==> src/rtl/disp_scan_ctrl.sv <==
// Feeds a two-digit seven-segment driver: shows a 32-bit word one byte at a time,
// MSB first, while free-running anode refresh multiplexes the two hex digits.
module disp_scan_ctrl #(
    parameter int REFRESH_CYCLES = 50000,
    parameter int DWELL_CYCLES   = 100000000,
    parameter int LOOP           = 0
) (
    input  logic        clk,
    input  logic        rst_n,
    input  logic        data_valid,
    input  logic [31:0] data_in,
    output logic        data_ready,
    output logic [7:0]  char,
    output logic        anode,
    output logic [1:0]  byte_idx,
    output logic        done
);

    localparam int RW = (REFRESH_CYCLES > 1) ? $clog2(REFRESH_CYCLES) : 1;
    localparam int DW = (DWELL_CYCLES > 1) ? $clog2(DWELL_CYCLES) : 1;
    localparam logic [RW-1:0] REFRESH_MAX = RW'(REFRESH_CYCLES - 1);
    localparam logic [DW-1:0] DWELL_MAX   = DW'(DWELL_CYCLES - 1);
    localparam logic [RW-1:0] RW_ONE      = RW'(1);
    localparam logic [DW-1:0] DW_ONE      = DW'(1);

    typedef enum logic {IDLE, SHOW} state_t;

    state_t      state_q, state_d;
    logic [31:0] word_q, word_d;
    logic [RW-1:0] refresh_q, refresh_d;
    logic [DW-1:0] dwell_q, dwell_d;
    logic [1:0]  byte_idx_q, byte_idx_d;
    logic [7:0]  char_q, char_d;
    logic        anode_q, anode_d;
    logic        done_q, done_d;
    logic        ready_q, ready_d;
    logic        load;

    always_ff @(posedge clk or negedge rst_n) begin
        if (!rst_n) begin
            state_q    <= IDLE;
            word_q     <= 32'h0;
            refresh_q  <= '0;
            dwell_q    <= '0;
            byte_idx_q <= 2'd3;
            char_q     <= 8'h00;
            anode_q    <= 1'b1;
            done_q     <= 1'b0;
            ready_q    <= 1'b1;
        end else begin
            state_q    <= state_d;
            word_q     <= word_d;
            refresh_q  <= refresh_d;
            dwell_q    <= dwell_d;
            byte_idx_q <= byte_idx_d;
            char_q     <= char_d;
            anode_q    <= anode_d;
            done_q     <= done_d;
            ready_q    <= ready_d;
        end
    end

    always_comb begin
        state_d    = state_q;
        word_d     = word_q;
        dwell_d    = dwell_q;
        byte_idx_d = byte_idx_q;
        done_d     = 1'b0;
        anode_d    = anode_q;
        refresh_d  = refresh_q + RW_ONE;

        // Anode phase runs independently of loads and byte changes.
        if (refresh_q == REFRESH_MAX) begin
            refresh_d = '0;
            anode_d   = ~anode_q;
        end

        // In looping mode a new word preempts the display, including a coincident done.
        load = data_valid && ((state_q == IDLE) || (LOOP != 0));

        if (load) begin
            state_d    = SHOW;
            word_d     = data_in;
            byte_idx_d = 2'd3;
            dwell_d    = '0;
        end else if (state_q == SHOW) begin
            if (dwell_q == DWELL_MAX) begin
                dwell_d = '0;
                if (byte_idx_q != 2'd0) begin
                    byte_idx_d = byte_idx_q - 2'd1;
                end else begin
                    done_d     = 1'b1;
                    byte_idx_d = 2'd3;
                    if (LOOP == 0) begin
                        state_d = IDLE;
                    end
                end
            end else begin
                dwell_d = dwell_q + DW_ONE;
            end
        end

        char_d  = (state_d == SHOW) ? word_d[{byte_idx_d, 3'b000} +: 8] : 8'h00;
        ready_d = (state_d == IDLE) || (LOOP != 0);
    end

    assign data_ready = ready_q;
    assign char       = char_q;
    assign anode      = anode_q;
    assign byte_idx   = byte_idx_q;
    assign done       = done_q;

endmodule
==> config.mk <==
export PLATFORM = sky130hd
export DESIGN_NAME = disp_scan_ctrl
export DESIGN_NICKNAME = d
export VERILOG_FILES = /design/src/rtl/disp_scan_ctrl.sv
export SDC_FILE = /design/constraint.sdc
export NUM_CORES = 1
export LEC_CHECK = 0
export ABC_AREA = 1
export CAP_MARGIN = 25
export CORE_UTILIZATION = 61
export CTS_CLUSTER_DIAMETER = 50
export DETAILED_ROUTE_END_ITERATION = 6
export PLACE_DENSITY = 0.81
export SLEW_MARGIN = 25
export SYNTH_ARGS = -nofsm -noshare
export SYNTH_HDL_FRONTEND = slang
export SYNTH_SLANG_ARGS = --single-unit
==> constraint.sdc <==
create_clock -name clk -period 3.2 [get_ports clk]
set_input_delay 0.96 -clock clk [delete_from_list [all_inputs] [get_ports clk]]
set_output_delay 0.96 -clock clk [all_outputs]
set_load 0.005 [all_outputs]
[Word level (Yosys, flattened, before mapping)]
Cells that the tools add are included.
Operators by class
  add/subtract/negate cells: 3
  equal/unequal tests: 2
  shift-type cells: 1
  muxes and demuxes: 18
  bitwise operators: 3
  reduce and logical (&&, ||, !) cells: 3
Operators by type and width (number)
  2-to-1 mux 27 bit: 3
  2-to-1 mux 32 bit: 1
  indexed part select 32 x 6 -> 8 bit: 1
  adder 27 x 1 -> 27 bit, second input constant: 1
  equality test 27 bit, second input constant: 1
  adder 16 x 1 -> 16 bit, second input constant: 1
  equality test 16 bit, second input constant: 1
  2-to-1 mux 16 bit: 1
  2-to-1 mux 1 bit: 8
  2-to-1 mux 2 bit: 4
  2-to-1 mux 8 bit: 1
  nonzero test 2 bit: 2
  NOT 1 bit: 3
  subtractor 2 x 1 -> 2 bit, second input constant: 1
  logical AND 1 bit: 1
Storage, ports and cells
  flip-flop bits (word level): 89
  input port bits: 35
  logic and storage cells: 39

[Longest topological paths before layout]
Gate-level depths: netlist (run 1).
  depth after elaboration: 7
  mapped depth: 12
  gate-level depth less buffers: 12

[Worst setup path before layout (run 1)]
Ideal clock, no wire load.
  path type: in2reg
  start point: input data_valid
  end point: register char_q[5] (netlist: char[5])
  arrival: 1846 ps
  slack: 1219 ps
  cell stages on the path: 7
  path buffers: 2
  path through: nand2_1 buf_2 buf_2 o21ai_0 nand4_1 nand3_1 a21oi_1
On the way
  word-level cells in the longest chain between the ends: 4
  elaborated cells between the ends (all ways): 6
  those cells by class: shift: 1; mux: 4; reduce/logical: 1
Ends and longest elaborated chain
  from (decl): line 10  | input logic data_valid,
  logical AND 1 bit *: line 79  | load = data_valid && ((state_q == IDLE) || (LOOP != 0));
  2-to-1 mux 32 bit or 2-to-1 mux 2 bit (tied branches): line 81  | if (load) begin
  indexed part select 32 x 6 -> 8 bit: line 103  | char_d = (state_d == SHOW) ? word_d[{byte_idx_d, 3'b000} +: 8] : 8'h00;
  2-to-1 mux 8 bit *: line 103
  named net char_d[5]: line 33  | logic [7:0] char_q, char_d;
  to (signal assigned): line 56  | char_q <= char_d;
  to (decl): line 33
The timed path passes the listed nets; every way through them passes the cells marked *.
A chain may end at the register's enable or synchronous reset.

[Final worst setup path (run 1)]
  start point: register byte_idx_q[0] (netlist: byte_idx[0])
  end point: output byte_idx[0]
RTL lines
  from (decl): line 32  | logic [1:0] byte_idx_q, byte_idx_d;
  from (signal assigned): line 55  | byte_idx_q <= byte_idx_d;
  to (decl): line 15  | output logic [1:0] byte_idx,
No word-level cell between the ends.

==> results of run 1 <==
layout by cell type, fill, tap and decap left out, types with 3 or more instances in the layout:
cell type	netlist	layout
nand2_1	118	117
inv_1	101	101
dfrtp_1	85	85
clkdlybuf4s50_1	0	46
nor2_1	43	43
o21ai_0	41	41
nand4_1	28	28
nand3_1	27	27
a21oi_1	21	21
nor3_1	15	15
xor2_1	14	14
o22ai_1	13	13
clkbuf_8	0	11
inv_2	5	5
nor2_2	5	5
dfstp_2	4	4
buf_4	0	4
mux2_2	3	3
a31oi_1	3	3
ha_1	3	3
worst min path at each step:
stage                             from           end  cells after the start
after floorplan           refresh_q[0]  refresh_q[0]                      1
after global placement    refresh_q[0]  refresh_q[0]                      1
after detailed placement  refresh_q[0]  refresh_q[0]                      1
after CTS                 refresh_q[0]  refresh_q[0]                      1
after global routing      refresh_q[0]  refresh_q[0]                      1
final                     refresh_q[0]  refresh_q[0]                      1
layout make-up:
cell class,instances,area (µm²),area share
inverter,107,402,0.0751
clock buffer,11,151,0.0283
multi-input combinational,356,1860,0.348
sequential,89,2230,0.417
clock inverter,5,46.3,0.00865
tap,99,124,0.0232
timing repair buffer,52,531,0.0992
power by group through the flow:
stage	Sequential (W)	Clock [W]	Combinational, W
2_1_floorplan	0.00136	0	0.000271
3_3_place_gp	0.00138	0	0.000397
3_5_place_dp	0.00138	0	0.000418
4_1_cts	0.00136	0.000781	0.000419
5_1_grt	0.00138	0.000825	0.000475
6_report	0.00136	0.000762	0.000415
cells by family (layout without fill, tap and decap cells):
group | after synthesis | count (layout) | synth area share
and+or+nand+nor | 252 | 252 | 0.264
buffers and inverters | 122 | 175 | 0.105
DFF | 89 | 89 | 0.488
AOI/OAI and AO/OA | 83 | 83 | 0.0986
xor gates and xnor gates | 15 | 15 | 0.0287
adders and majority gates | 3 | 3 | 0.00821
muxes | 3 | 3 | 0.00739
per-layer routing:
metal	share of wire	vias to the layer above	wire (µm)
li1	-	1920	-
met1	0.44	1799	4310
met2	0.49	109	4750
met3	0.039	29	376
met4	0.027	0	259
met5	0	-	0
flip-flops by register name, summed over array words and instances, names as in the netlist:
signal	count
word_q	32
dwell_q	27
refresh_q	16
char	8
byte_idx	2
anode	1
data_ready	1
done	1
state_q	1
per-stage QoR:
step           power (W)  cells
4_1_cts          0.00256    719
3_5_place_dp     0.00180    703
5_1_grt          0.00268    719
3_3_place_gp     0.00178    703
2_1_floorplan    0.00163    567
6_report         0.00254    719
==> results.sh, run 1 <==
export IMPL_grt_max_degree=62
export IMPL_vias=3857
export IMPL_fillCellCount=541
export IMPL_path_max_fanout=4
export IMPL_clk_pin_slew_worst_paths_ns=0.09
export IMPL_syn_inst=567
export IMPL_finalCritPeriodShare=0.758
export IMPL_period_minus_slack_ns=2.42
export IMPL_r2r_start="dwell_q[0]"
export IMPL_cts_max_path_buffers=2
export IMPL_rsz0062_at_grt="false"
export IMPL_ys_seq_elements=89
export IMPL_crit_chain="clkdlybuf4s50_1"
export IMPL_outcome="finished, final reports clean"
export IMPL_clock_sinks=89
export IMPL_r2r_slack_ns=1.00
export IMPL_fp_row_count=31
export IMPL_post_dp_hpwl_um=6780
export IMPL_power_frac_comb=0.163
export IMPL_crit_slowest_cell="dfstp_2"
export IMPL_fin_util=0.737
export IMPL_h_tree_depth=3
export IMPL_whs_ns=0.462
export IMPL_synth_top_area_cell="dfrtp_1"
export IMPL_placed_area_um2=5150
export IMPL_crit_type="reg2out"
export IMPL_use_met1=0.344
export IMPL_tightest_slew_ns=0.692
export IMPL_track_usage=0.272
export IMPL_ant_nets=0
export IMPL_r2r_end="dwell_q[26]"
export IMPL_start_kind="flip-flop"
export IMPL_grt_met3_usage=0.0485
export IMPL_finalSetupViolations=0
export IMPL_p_leak_nw=2.57
export IMPL_cp_top_family="flip-flops"
export IMPL_post_cts_setup_buffers=0
export IMPL_wl_um=9700
export IMPL_pwr_share_clk=0.300
export IMPL_path_depth=1
export IMPL_syn_avg_cell_area_um2=8.06
export IMPL_crit_end="byte_idx[0]"
export IMPL_final_area_um2=5350
export IMPL_viasPerCell=5.36
export IMPL_place_ws_ns=0.484
export IMPL_cp_startpoint="byte_idx[0]"
export IMPL_die_h_um=88.6
export IMPL_drtIter0Drc=275
export IMPL_hold_viol_final=0
export IMPL_cts_buffers_inserted=9
export IMPL_grt_overflow=0
export IMPL_final_max_slew_violation_count=0
export IMPL_yosysWarningCount=0
export IMPL_core_area_um2=7250
export IMPL_p_seq_frac=0.537
export IMPL_clock_skew_ns=0.0144
export IMPL_hold_buffers=0
export IMPL_grt_pass1_vias=3755
export IMPL_path_buf_inv=1
export IMPL_synthesis_nets=605
export IMPL_async_flop_share=1.00
export IMPL_setup_tns_ns=0
export IMPL_power_switching_w=0.000752
export IMPL_die_area_um2=7840
export IMPL_seq_area_frac_synth=0.488
export IMPL_root_buffer="clkbuf_8"
export IMPL_ys_flop_type="dfrtp_1"
export IMPL_cp_required_ns=2.24
export IMPL_slowest_delay_ns=0.59
export IMPL_setup_slack_ns=0.775
export IMPL_drive_gt1_frac=0.0839
export IMPL_synth_edf_count=0
export IMPL_critPathCaptureType="output pin"
export IMPL_yosysTopAreaCellShare=0.465
export IMPL_cellPowerDensity_nw_per_um2=475
export IMPL_grt_pass1_wl_um=16300
export IMPL_cts_resized=0
export IMPL_intPower_w=0.00179
export IMPL_worst_ir_drop_vdd_uv=381
export IMPL_area_growth_pct=17.0
export IMPL_ys_types=38
export IMPL_start_util=0.630
export IMPL_r2r_cells=10
export IMPL_swShare=0.296
export IMPL_dr_pass1_iters=6
export IMPL_boundaryPins=48
export IMPL_worstPathArrival_ns=1.46
export IMPL_antenna_found_initial=0
export IMPL_grt_busiest_layer="met2"
export IMPL_yosysMostFrequentCell="nand2_1"
export IMPL_portBuffers=47
export IMPL_grtUsageMet2=0.449
export IMPL_synth_area_um2=4570
export IMPL_yosys_top_cells_count="nand2_1 (118), inv_1 (101), dfrtp_1 (85), nor2_1 (43), o21ai_0 (41)"
export IMPL_place_gp_congestion=0.826
export IMPL_drc=0
export IMPL_antennaDiodeCount=0
export IMPL_worstSkewPairLatency_ns=0.37
export IMPL_drv_cap=0
export IMPL_hold_class="reg2reg"
export IMPL_fmax_mhz=412
export IMPL_die_x_um=88.6
export IMPL_synth_area_leaders="dfrtp_1 (47%), nand2_1 (9.7%), inv_1 (8.3%), o21ai_0 (4.5%), nand4_1 (3.8%)"
export IMPL_layout_nets=653
export IMPL_relSlewSlack=0.535
export IMPL_post_drt_wl_per_cell_um=13.5
export IMPL_cts_tree="built"
Power figures use the tool's default switching activity.
==> inputs of run 2 (changes only) <==
- CORE_UTILIZATION: 61 -> 51
- PLACE_DENSITY: 0.81 -> 0.72
- clock period: 3.2 -> 2.2 ns (I/O delays scaled with it)
==> results.sh, run 2 (synthesized netlist as in run 1, its figures left out) <==
export IMPL_largestRegisters="word_q x32, dwell_q x27, refresh_q x16"
export IMPL_path_depth=1
export IMPL_fmax_mhz=474
export IMPL_power_switching_w=0.00105
export IMPL_hold_buffers=0
export IMPL_critPathCaptureType="output pin"
export IMPL_dr_pass1_iters=4
export IMPL_cp_startpoint="byte_idx[0]"
export IMPL_clock_skew_ns=0.00885
export IMPL_crit_end="byte_idx[0]"
export IMPL_r2r_end="dwell_q[16]"
export IMPL_cp_top_family="flip-flops"
export IMPL_portBuffers=47
export IMPL_cts_max_path_buffers=2
export IMPL_regMostFlops="word_q"
export IMPL_hold_viol_final=0
export IMPL_grt_overflow=0
export IMPL_period_minus_slack_ns=2.11
export IMPL_core_area_um2=8680
export IMPL_pwr_share_clk=0.293
export IMPL_outcome="finished, final reports clean"
export IMPL_p_seq_frac=0.539
export IMPL_h_tree_depth=3
export IMPL_area_growth_pct=20.1
export IMPL_cts_tree="built"
export IMPL_hold_class="in2async"
export IMPL_setup_slack_ns=0.0892
export IMPL_layout_nets=668
export IMPL_fin_util=0.632
export IMPL_post_cts_setup_buffers=0
export IMPL_setup_tns_ns=0
export IMPL_seq_area_um2=2230
export IMPL_path_max_fanout=4
export IMPL_intPower_w=0.00264
export IMPL_multi_input_comb_area_um2=1880
export IMPL_crit_type="reg2out"
export IMPL_post_dp_hpwl_um=7220
export IMPL_worstPathArrival_ns=1.45
export IMPL_finalCritPeriodShare=0.959
export IMPL_grt_max_degree=45
export IMPL_p_leak_nw=2.66
export IMPL_drv_cap=0
export IMPL_power_frac_comb=0.167
export IMPL_worst_ir_drop_vdd_uv=359
export IMPL_cts_resized=0
export IMPL_drc=0
export IMPL_die_h_um=96.7
export IMPL_slowest_delay_ns=0.59
export IMPL_r2r_slack_ns=0.15
export IMPL_final_max_slew_violation_count=0
export IMPL_fillCellCount=767
export IMPL_drtIter0Drc=201
export IMPL_mostFrequentLayoutCells="nand2_1 (117), inv_1 (101), dfrtp_1 (85)"
export IMPL_die_area_um2=9340
export IMPL_antennaDiodeCount=0
export IMPL_rsz0062_at_grt="false"
export IMPL_vias=3911
export IMPL_clock_sinks=89
export IMPL_fp_row_count=34
export IMPL_grt_pass1_vias=3833
export IMPL_cp_required_ns=1.54
export IMPL_antenna_found_initial=0
export IMPL_place_gp_congestion=0.848
export IMPL_track_usage=0.225
export IMPL_boundaryPins=48
export IMPL_finalSetupViolations=0
export IMPL_r2r_cells=12
export IMPL_worstSkewPairLatency_ns=0.35
export IMPL_start_kind="flip-flop"
export IMPL_grt_pass1_wl_um=17300
export IMPL_ant_nets=0
export IMPL_largest_reg_flops=32
export IMPL_clk_pin_slew_worst_paths_ns=0.09
export IMPL_place_ws_ns=0.0348
export IMPL_post_drt_wl_per_cell_um=13.4
export IMPL_relSlewSlack=0.708
export IMPL_r2r_start="dwell_q[0]"
export IMPL_cts_buffers_inserted=9
export IMPL_start_util=0.527
export IMPL_swShare=0.284
export IMPL_crit_slowest_cell="dfstp_2"
export IMPL_drive_gt1_frac=0.106
export IMPL_final_common_cell="nand2_1"
export IMPL_path_buf_inv=1
export IMPL_tightest_slew_ns=0.432
export IMPL_cellPowerDensity_nw_per_um2=672
export IMPL_crit_chain="clkdlybuf4s50_1"
export IMPL_viasPerCell=5.26
export IMPL_wl_um=9940
export IMPL_die_x_um=96.7
export IMPL_root_buffer="clkbuf_8"
-- run 2: final cells by class --
| cell class | instances | share of cell area |
|---|---|---|
| tap | 108 | 0.0246 |
| multi-input combinational | 356 | 0.342 |
| clock inverter | 6 | 0.0107 |
| sequential | 89 | 0.407 |
| inverter | 107 | 0.0732 |
| clock buffer | 10 | 0.0233 |
| timing repair buffer | 67 | 0.119 |
-- run 2: worst min-delay path by stage --
stage / from / endpoint / cells after the start
6_report: rst_n / dwell_q[18] / 1
5_1_grt: rst_n / dwell_q[12] / 1
4_1_cts: rst_n / dwell_q[12] / 1
3_5_place_dp: refresh_q[0] / refresh_q[0] / 1
3_3_place_gp: refresh_q[0] / refresh_q[0] / 1
2_1_floorplan: rst_n / char[0] / 0
-- run 2: layer usage --
| metal | wire length (µm) | share of wire | global-route usage | up-vias |
|---|---|---|---|---|
| met4 | 121 | 0.012 | 0.0815 | 0 |
| met1 | 4610 | 0.46 | 0.300 | 1853 |
| met5 | 0 | 0 | 0 | - |
| met3 | 365 | 0.037 | 0.0296 | 13 |
| li1 | - | - | - | 1950 |
| met2 | 4840 | 0.49 | 0.376 | 95 |
-- run 2: stage by stage --
step | area, µm² | cells | power (W) | hold slack [ns]
2_1_floorplan | 4570 | 567 | 0.00237 | 0.364
3_3_place_gp | 5290 | 727 | 0.00260 | 0.442
3_5_place_dp | 5290 | 727 | 0.00264 | 0.458
4_1_cts | 5470 | 743 | 0.00372 | 0.239
5_1_grt | 5490 | 743 | 0.00391 | 0.255
6_report | 5490 | 743 | 0.00369 | 0.238
-- run 2: power groups by stage --
stage / Clock, W / Sequential [W] / Combinational, W
after detailed placement: 0 / 0.00202 / 0.000619
after CTS: 0.00111 / 0.00199 / 0.000621
after floorplan: 0 / 0.00198 / 0.000394
after global routing: 0.00118 / 0.00202 / 0.000706
after global placement: 0 / 0.00201 / 0.000592
final: 0.00108 / 0.00199 / 0.000618
==> inputs of run 3 (changes only) <==
- CAP_MARGIN: 25 -> not set
==> results of run 3 <==
The final DEF is identical to that of run 2; final timing and power are the same.
